**src/rtl/pht_access_scheduler.sv**
```systemverilog
// Single-port PHT access sequencer: initialises the table, arbitrates predict lookups against
// queued counter updates, performs each update's read-modify-write and owns the GHR.
module pht_access_scheduler #(
  parameter int unsigned R = 4,
  parameter int unsigned M = 2,
  parameter int unsigned N = 2
) (
  input  logic           clk,
  input  logic           reset,
  input  logic           pred_req,
  input  logic [31:0]    pred_pc,
  output logic           pred_ready,
  output logic           pred_valid,
  output logic           pred_taken,
  output logic [M-1:0]   pred_hist,
  input  logic           upd_valid,
  input  logic [31:0]    upd_pc,
  input  logic [M-1:0]   upd_hist,
  input  logic           upd_taken,
  output logic           upd_ready,
  output logic           init_done,
  output logic [R+M-1:0] ram_addr,
  output logic [N-1:0]   ram_wdata,
  input  logic [N-1:0]   ram_rdata,
  output logic           ram_cs_n,
  output logic           ram_we_n,
  output logic           ram_oe_n
);

  localparam int unsigned AW = R + M;
  localparam int unsigned EW = R + M + 1;
  localparam logic [N-1:0] InitVal = {1'b0, {(N - 1){1'b1}}};

  typedef enum logic [2:0] {StInit, StIdle, StPRd, StPRsp, StURd, StUCalc, StUWr} state_e;

  state_e          state_q, state_d;
  logic [AW-1:0]   init_cnt_q;
  logic            armed_q;
  logic            init_done_q;
  logic [M-1:0]    ghr_q;
  logic [AW-1:0]   pred_addr_q;
  logic [M-1:0]    pred_hist_q;
  logic [EW-1:0]   fifo_q [2];
  logic            wr_ptr_q, rd_ptr_q;
  logic [1:0]      count_q;
  logic [N-1:0]    new_cnt_q, new_cnt;

  logic            accept, pop, push, full;
  logic [EW-1:0]   head;
  logic [AW-1:0]   head_addr;
  logic            head_taken;
  logic            unused_pc;

  assign unused_pc  = ^{pred_pc[31:R], upd_pc[31:R]};
  assign full       = (count_q == 2'd2);
  assign upd_ready  = ~full;
  assign push       = upd_valid & upd_ready;
  assign head       = fifo_q[rd_ptr_q];
  assign head_addr  = head[EW-1:1];
  assign head_taken = head[0];
  assign pred_hist  = pred_hist_q;
  assign init_done  = init_done_q;

  always_comb begin
    if (head_taken) begin
      new_cnt = (ram_rdata == '1) ? ram_rdata : ram_rdata + 1'b1;
    end else begin
      new_cnt = (ram_rdata == '0) ? ram_rdata : ram_rdata - 1'b1;
    end
  end

  always_comb begin
    state_d    = state_q;
    pred_ready = 1'b0;
    pred_valid = 1'b0;
    pred_taken = 1'b0;
    ram_cs_n   = 1'b1;
    ram_we_n   = 1'b1;
    ram_oe_n   = 1'b1;
    ram_addr   = '0;
    ram_wdata  = '0;
    accept     = 1'b0;
    pop        = 1'b0;
    unique case (state_q)
      StInit: begin
        // armed_q keeps the strobes quiet while reset is still held
        if (armed_q) begin
          ram_cs_n  = 1'b0;
          ram_we_n  = 1'b0;
          ram_addr  = init_cnt_q;
          ram_wdata = InitVal;
          if (init_cnt_q == '1) state_d = StIdle;
        end
      end
      StIdle: begin
        if (full) begin
          state_d = StURd;
        end else begin
          pred_ready = 1'b1;
          if (pred_req) begin
            accept  = 1'b1;
            state_d = StPRd;
          end else if (count_q != 2'd0) begin
            state_d = StURd;
          end
        end
      end
      StPRd: begin
        ram_cs_n = 1'b0;
        ram_oe_n = 1'b0;
        ram_addr = pred_addr_q;
        state_d  = StPRsp;
      end
      StPRsp: begin
        pred_valid = 1'b1;
        pred_taken = ram_rdata[N-1];
        state_d    = StIdle;
      end
      StURd: begin
        ram_cs_n = 1'b0;
        ram_oe_n = 1'b0;
        ram_addr = head_addr;
        state_d  = StUCalc;
      end
      StUCalc: begin
        ram_addr = head_addr;
        state_d  = StUWr;
      end
      StUWr: begin
        ram_cs_n  = 1'b0;
        ram_we_n  = 1'b0;
        ram_addr  = head_addr;
        ram_wdata = new_cnt_q;
        pop       = 1'b1;
        state_d   = StIdle;
      end
      default: state_d = StIdle;
    endcase
  end

  always_ff @(posedge clk or negedge reset) begin
    if (!reset) begin
      state_q     <= StInit;
      init_cnt_q  <= '0;
      armed_q     <= 1'b0;
      init_done_q <= 1'b0;
      ghr_q       <= '0;
      pred_addr_q <= '0;
      pred_hist_q <= '0;
      fifo_q[0]   <= '0;
      fifo_q[1]   <= '0;
      wr_ptr_q    <= 1'b0;
      rd_ptr_q    <= 1'b0;
      count_q     <= 2'd0;
      new_cnt_q   <= '0;
    end else begin
      state_q <= state_d;
      armed_q <= 1'b1;
      if (state_q == StInit && armed_q) begin
        init_cnt_q <= init_cnt_q + 1'b1;
        if (init_cnt_q == '1) init_done_q <= 1'b1;
      end
      if (accept) begin
        pred_addr_q <= {pred_pc[R-1:0], ghr_q};
        pred_hist_q <= ghr_q;
      end
      if (state_q == StUCalc) new_cnt_q <= new_cnt;
      if (pop) begin
        ghr_q    <= {ghr_q[M-2:0], head_taken};
        rd_ptr_q <= ~rd_ptr_q;
      end
      if (push) begin
        fifo_q[wr_ptr_q] <= {upd_pc[R-1:0], upd_hist, upd_taken};
        wr_ptr_q         <= ~wr_ptr_q;
      end
      unique case ({push, pop})
        2'b10:   count_q <= count_q + 2'd1;
        2'b01:   count_q <= count_q - 2'd1;
        default: count_q <= count_q;
      endcase
    end
  end

endmodule
```
**config.mk**
```make
export PLATFORM = sky130hd
export DESIGN_NAME = pht_access_scheduler
export DESIGN_NICKNAME = d
export VERILOG_FILES = /design/src/rtl/pht_access_scheduler.sv
export SDC_FILE = /design/constraint.sdc
export NUM_CORES = 1
export LEC_CHECK = 0
export ABC_AREA = 0
export CAP_MARGIN = 5
export CORE_ASPECT_RATIO = 1.5
export CORE_MARGIN = 1
export CORE_UTILIZATION = 25
export CTS_CLUSTER_SIZE = 20
export DETAILED_ROUTE_END_ITERATION = 16
export RECOVER_POWER = 50
export SLEW_MARGIN = 20
export SYNTH_ARGS = -nofsm -noshare
export SYNTH_HDL_FRONTEND = slang
export SYNTH_SLANG_ARGS = --single-unit
```
**constraint.sdc**
```tcl
create_clock -name clk -period 4.13 [get_ports clk]
set_clock_uncertainty 0.15 [all_clocks]
set_input_delay 0.6195 -clock clk [delete_from_list [all_inputs] [get_ports clk]]
set_output_delay 0.6195 -clock clk [all_outputs]
set_load 0.01 [all_outputs]
```
==> qor.txt, run 1 <==
Outcome - finished, violations left
Violated checks - capacitance limit, slew limit
Hold path cells - 1
Required @ worst endpoint - 3.36 ns
CTS tree - yes
CTS sink count - 39
Total grt overflow - 0
CP max stage cell - nor3b_1
Die area - 8060 sq um
Via density - 4.33
Number of H-tree levels - 2
Hold Path Class - register to register
Crit-path max FO - 10
Port Buf Inserts - 34
Overall power - 0.00182 W
Worst R2R Setup Slack - 1.70 ns
Drt drc - 0
Root buffer cell - clkbuf_8
Hold Path End - init_done$_DFFE_PN0P_
IO Pins - 91
Maxcap violations - 1
Max Slew Vio Count - 40
Initial antenna violation count - 0
Yosys top cell by area - dfrtp_1
Critical Path End Type - output pin
First-pass GRT wire length - 6180 um
Final WL - 3780 um
Final instance area - 2430 sq um
Worst reg2reg startpoint - state_q[2]$_DFFE_PN0P_
Final setup vio count - 0
Worst skew pair latency - 0.29 ns
Slew HR - -38.4%
Placed cell count - 276
DP HPWL - 2800 um
Diode count - 0
Crit share post-route - 81.3%
Yosys reg bits - 39
Synth area leaders - dfrtp_1 (51%), mux2_2 (15%), xnor2_1 (3.2%)
CP Launch Type - register
Hold Startpoint - init_done$_DFFE_PN0P_
PD cells - 749 nW/um^2
Max Fclk - 0.298 GHz
Post-Place Cell Area - 2330 sq um
Core area - 7320 sq um
CP peak stage delay - 0.79 ns
CTS Buffer Depth - 2
Final std cells w/o fill - 284
Share of layout cells above drive strength 1 - 22.8%
Post-synthesis cell count - 149
Drt first-iter violations - 59
RR Endpoint - count_q[1]$_DFFE_PN0P_
Largest net degree at the start of global routing - 40
Number of setup buffers added after CTS - 0
Primary FF master, synth - dfrtp_1
Area of the mapped netlist - 1920 sq um
RD Place Congestion - 0.720
Row count - 38
Syn Nets - 224
Total Neg Setup Slack - 0 ns
Yosys top cell area share - 50.7%
Post-cts repair resize count - 0
Die Width - 73.6 um
DR vias - 1230
Ys async rst share - 100%
Hold Buf Count CTS - 0
Hold Vio Cnt, Final - 0
WL per Instance - 13.3 um
GRT Overall Usage - 10.3%
Filler cells - 759
Synth cell types - 37
Final core occ - 33.2%
Post-synthesis sequential area ratio - 50.7%
Peak supply drop - 315 uV
Leak Pwr - 1.00 nW
Critical path cell sequence - inv_1 -> nor3b_1 -> a21o_1 -> clkdlybuf4s50_1
Drt first pass iters - 4
Mean Syn Cell Area - 12.9 sq um
Vias in the first global route - 1189
R2R depth - 5
Antenna Nets Post-Route - 0
Clock-pin slew on the worst setup and hold paths - 0.08 ns
Critical Path AT - 2.59 ns
Synth Warn # - 0
Die Ht - 109 um
CTS Buf Count - 5
Area delta synth->final - 26.3%
Initial Util - 26.3%
Post-synth EDFFs - 0
RSZ-0062 raised after global routing - no
Crit Path Class - register to output pin
Post-layout min period - 3.36 ns
Worst slew pin tran - 2.08 ns
Final nets - 258
## logic make-up after synthesis
group,Yosys count,share of synthesized area (%)
flops,39,50.7
mux,32,18.5
simple gates,32,12.8
compound gates,20,7.09
xor+xnor,11,5.01
buf+inv,10,3.32
fa+ha+maj,4,2.34
other cells,1,0.195
## metal layers
metal / wire length [um] / GRT usage, % / share of wire, %
met5: 0 / 0 / 0
met3: 107 / 2.20 / 2.8
met1: 1630 / 12.8 / 43
met4: 58 / 4.12 / 1.5
met2: 1980 / 17.2 / 52
## layout by cell type (no fill, tap or decap), types with 4 or more instances in the layout
| master | instances |
|---|---|
| xor2_1 | 4 |
| mux2_2 | 25 |
| a22oi_1 | 4 |
| xnor2_1 | 7 |
| o21ai_0 | 6 |
| nor2_1 | 4 |
| nand2_1 | 6 |
| clkbuf_8 | 6 |
| mux2i_1 | 6 |
| dfrtp_1 | 39 |
| clkdlybuf4s50_1 | 32 |
## report_power, final
group	total, W	switching, W	internal, W
registers	0.000740	0.000182	0.000558
logic	0.000752	0.000297	0.000455
clock network	0.000327	0.000132	0.000195
## cell type report
type | count | area, sq um | share of cell area (%)
Inverter | 3 | 11.3 | 0.463
Sequential cell | 39 | 976 | 40.2
Clock buffer | 6 | 82.6 | 3.40
Multi-Input combinational cell | 100 | 866 | 35.6
Clock inverter | 2 | 35.0 | 1.44
Tap cell | 100 | 125 | 5.15
Timing Repair Buffer | 34 | 334 | 13.7
## synthesized netlist by cell type (2+ instances only)
master / number
a21o_1: 2
a21oi_1: 2
a22oi_1: 4
and2_1: 2
and3_1: 2
buf_2: 3
buf_4: 2
buf_6: 2
dfrtp_1: 39
ha_1: 2
inv_1: 3
maj3_1: 2
mux2_2: 25
mux2i_1: 6
nand2_1: 6
nand2b_1: 2
nand4_1: 3
nor2_1: 4
nor3_1: 2
nor3b_2: 2
nor4b_4: 2
o21ai_0: 6
o21bai_1: 2
or2_2: 2
xnor2_1: 7
xor2_1: 4
## critical path, delay by kind of cell (launching register included)
family	cells	cell delay (ns)
AO/OA/AOI/OAI	1	0.23
buffers and inverters	2	0.70
flip-flops	1	0.58
AND/OR/NAND/NOR	1	0.79
## registers in the layout, summed over array words and instances, names as in the netlist
register     count
pred_addr_q      6
init_done        1
state_q          3
armed_q          1
init_cnt_q       6
fifo_q          14
rd_ptr_q         1
count_q          2
ghr_q            2
new_cnt_q        2
wr_ptr_q         1
## how the worst max path moves through the flow
stage | startpoint | end | slack, ns | cells after the start
finish | state_q[2]$_DFFE_PN0P_ | ram_wdata[0] | 0.77 | 4
global route | state_q[2]$_DFFE_PN0P_ | ram_wdata[0] | 0.56 | 4
CTS | state_q[0]$_DFFE_PN0P_ | ram_addr[1] | 0.79 | 4
detailed placement | state_q[0]$_DFFE_PN0P_ | ram_addr[3] | 1.11 | 4
global placement | state_q[0]$_DFFE_PN0P_ | ram_addr[3] | 1.10 | 4
floorplan | state_q[2]$_DFFE_PN0P_ | ram_addr[0] | 2.01 | 5
## per-stage QoR
step	setup slack, ns	hold slack [ns]
after floorplan	2.01	0.174
after detailed placement	1.11	0.337
after CTS	0.788	0.321
after global routing	0.563	0.365
after global placement	1.10	0.333
final	0.770	0.345
No activity file was read; power rests on OpenSTA's default activity.
==> run 2, diff against run 1 <==
Clock period 4.13 ns to 2.69 ns, I/O delays scaled along.
==> run 2 against run 1 <==
Effect of this change:
- the run now ends clean
- flip-flop and latch count is the same
- combinational power grew 72%
- final cell count grew 3.2%
- critical path type unchanged
==> qor.txt, run 2 (same netlist as run 1, synthesis figures left out) <==
Leak Pwr - 1.07 nW (was 1.00 nW)
Root buffer cell - clkbuf_8 (unchanged)
Post-Place Cell Area - 2380 sq um (was 2330 sq um)
Max Fclk - 0.390 GHz
Biggest register - fifo_q (unchanged)
Total Neg Setup Slack - 0 ns (unchanged)
Final instance area - 2490 sq um (was 2430 sq um)
Critical Path End Type - output pin (unchanged)
Post-layout min period - 2.56 ns
Initial antenna violation count - 0 (unchanged)
Share of layout cells above drive strength 1 - 27.5% (was 22.8%)
CP peak stage delay - 0.57 ns (was 0.79 ns)
R2R depth - 6 (was 5)
Largest net degree at the start of global routing - 40 (unchanged)
Required @ worst endpoint - 2.14 ns (was 3.36 ns)
Sw Ratio - 34.8% (was 33.6%)
RSZ-0062 raised after global routing - no (unchanged)
Final WL - 3920 um (was 3780 um)
Crit Path Class - register to output pin (unchanged)
Worst slew pin tran - 0.853 ns (was 2.08 ns)
Core area - 7320 sq um (unchanged)
Diode count - 0 (unchanged)
Crit-path max FO - 14 (was 10)
Clock-pin slew on the worst setup and hold paths - 0.08 ns (about the same)
Final setup vio count - 0 (unchanged)
Max Slew Vio Count - 0 (was 40)
Port Buf Inserts - 34 (unchanged)
Crit share post-route - 95.3%
Filler cells - 775 (was 759)
CTS Buf Count - 5 (unchanged)
Critical path cell sequence - nor4b_4 -> buf_6 -> a22oi_1 -> o21ai_0 -> clkdlybuf4s50_1 (was inv_1 -> nor3b_1 -> a21o_1 -> clkdlybuf4s50_1)
Outcome - finished clean (was finished, violations left)
Hold Buf Count CTS - 0 (unchanged)
Final core occ - 34.0% (was 33.2%)
Total grt overflow - 0 (unchanged)
Die Ht - 109 um (unchanged)
Internal power consumption - 0.00181 W (was 0.00121 W)
Slew HR - 43.2% (was -38.4%)
RD Place Congestion - 0.734 (was 0.720)
Worst skew pair latency - 0.29 ns (about the same)
Drt first-iter violations - 43 (was 59)
CP Launch Type - register (unchanged)
Final nets - 267 (was 258)
Largest regs - fifo_q: 14 flops, init_cnt_q: 6 flops, pred_addr_q: 6 flops (unchanged)
CP max stage cell - clkdlybuf4s50_1 (was nor3b_1)
CTS tree - yes (unchanged)
Row count - 38 (unchanged)
Max reg flops - 14 (unchanged)
Overall power - 0.00277 W (was 0.00182 W)
CTS Buffer Depth - 2 (unchanged)
Reg power frac - 39.7% (was 40.7%)
Drt drc - 0 (unchanged)
Hold Vio Cnt, Final - 0 (unchanged)
CTS sink count - 39 (unchanged)
Clock share of power - 13.7% (was 18.0%)
Initial Util - 26.3% (unchanged)
Vias in the first global route - 1307 (was 1189)
Worst hold slack - 0.0691 ns (was 0.345 ns)
DP HPWL - 2870 um (was 2800 um)
Area delta synth->final - 29.3% (was 26.3%)
DR vias - 1272 (was 1230)
Die Width - 73.6 um (unchanged)
First-pass GRT wire length - 6380 um (was 6180 um)
PD cells - 1110 nW/um^2 (was 749 nW/um^2)
Antenna Nets Post-Route - 0 (unchanged)
Commonest non-fill, non-tap cell in the layout - dfrtp_1 (unchanged)
Hold Path Class - input port to async pin (was register to register)
IO Pins - 91 (unchanged)
Maxcap violations - 0 (was 1)
Commonest non-fill, non-tap cells in the layout - dfrtp_1 (38), clkdlybuf4s50_1 (31), mux2_2 (25) (was dfrtp_1 (39), clkdlybuf4s50_1 (32), mux2_2 (25))
Comb power frac - 46.6% (was 41.3%)
WL per Instance - 13.4 um (was 13.3 um)
Via density - 4.34 (was 4.33)
Peak supply drop - 409 uV (was 315 uV)
Number of H-tree levels - 2 (unchanged)
Drt first pass iters - 2 (was 4)
Critical Path AT - 2.01 ns (was 2.59 ns)
Sw power - 0.000964 W (was 0.000610 W)
Die area - 8060 sq um (unchanged)
GRT Overall Usage - 10.8% (was 10.3%)
run 2: power by group through the flow:
stage | Combinational, W | Sequential, W | Clock [W]
3_3_place_gp | 0.00125 | 0.00111 | 0
5_1_grt | 0.00140 | 0.00115 | 0.000417
4_1_cts | 0.00128 | 0.00112 | 0.000397
2_1_floorplan | 0.000918 | 0.00101 | 0
6_report | 0.00129 | 0.00110 | 0.000379
3_5_place_dp | 0.00127 | 0.00112 | 0
run 2: routing by layer:
| metal | vias up | GRT usage, % | wire [um] |
|---|---|---|---|
| met3 | 5 | 2.47 | 105 |
| li1 | 610 | - | - |
| met2 | 19 | 18.3 | 2090 |
| met4 | 0 | 6.18 | 80 |
| met1 | 638 | 12.1 | 1640 |
| met5 | - | 0 | 0 |
run 2: final timing paths:
path                                        start                endpoint  slack (ns)
max                        state_q[0]$_DFFE_PN0P_             ram_addr[1]        0.13
min                                         reset  state_q[0]$_DFFE_PN0P_        0.07
max reg2reg                count_q[0]$_DFFE_PN0P_  count_q[1]$_DFFE_PN0P_        0.69
min reg2reg                 init_done$_DFFE_PN0P_   init_done$_DFFE_PN0P_        0.34
max in group asynchronous                   reset  state_q[2]$_DFFE_PN0P_        1.74
min in group clk            init_done$_DFFE_PN0P_   init_done$_DFFE_PN0P_        0.34
run 2: worst max-delay path, delay by kind of cell, from the launching register on:
kind	cells	cell delay [ns]
and+or+nand+nor	1	0.29
DFF	1	0.46
buffers and inverters	2	0.77
AOI/OAI and AO/OA	2	0.20
run 2: timing repair:
item,CTS,global route
setup buffers,0,3
endpoints found under the setup margin,5,5
resized for setup,2,2
gates cloned,0,0
run 2: layout make-up:
class	instances	area (sq um)	share of cell area (%)
clock buffers	7	76.3	3.07
clock inverters	1	5.00	0.201
repair buffers	43	412	16.5
inverters	3	11.3	0.452
flip-flops and latches	39	977	39.3
well taps	100	125	5.03
multi-input cells	100	882	35.4
run 2: through the flow:
| stage | setup slack, ns | instances |
|---|---|---|
| 5_1_grt | 0.0110 | 293 |
| 3_3_place_gp | 0.271 | 282 |
| 3_5_place_dp | 0.252 | 282 |
| 6_report | 0.128 | 293 |
| 2_1_floorplan | 0.784 | 149 |
| 4_1_cts | 0.00162 | 290 |
==> run 3, diff against run 2 <==
Settings changed: ABC_CLOCK_PERIOD_IN_PS set to 2690, CORE_MARGIN 1 to not set.
==> results of run 3 <==
Final layout, timing and power as in run 2 (identical DEF).
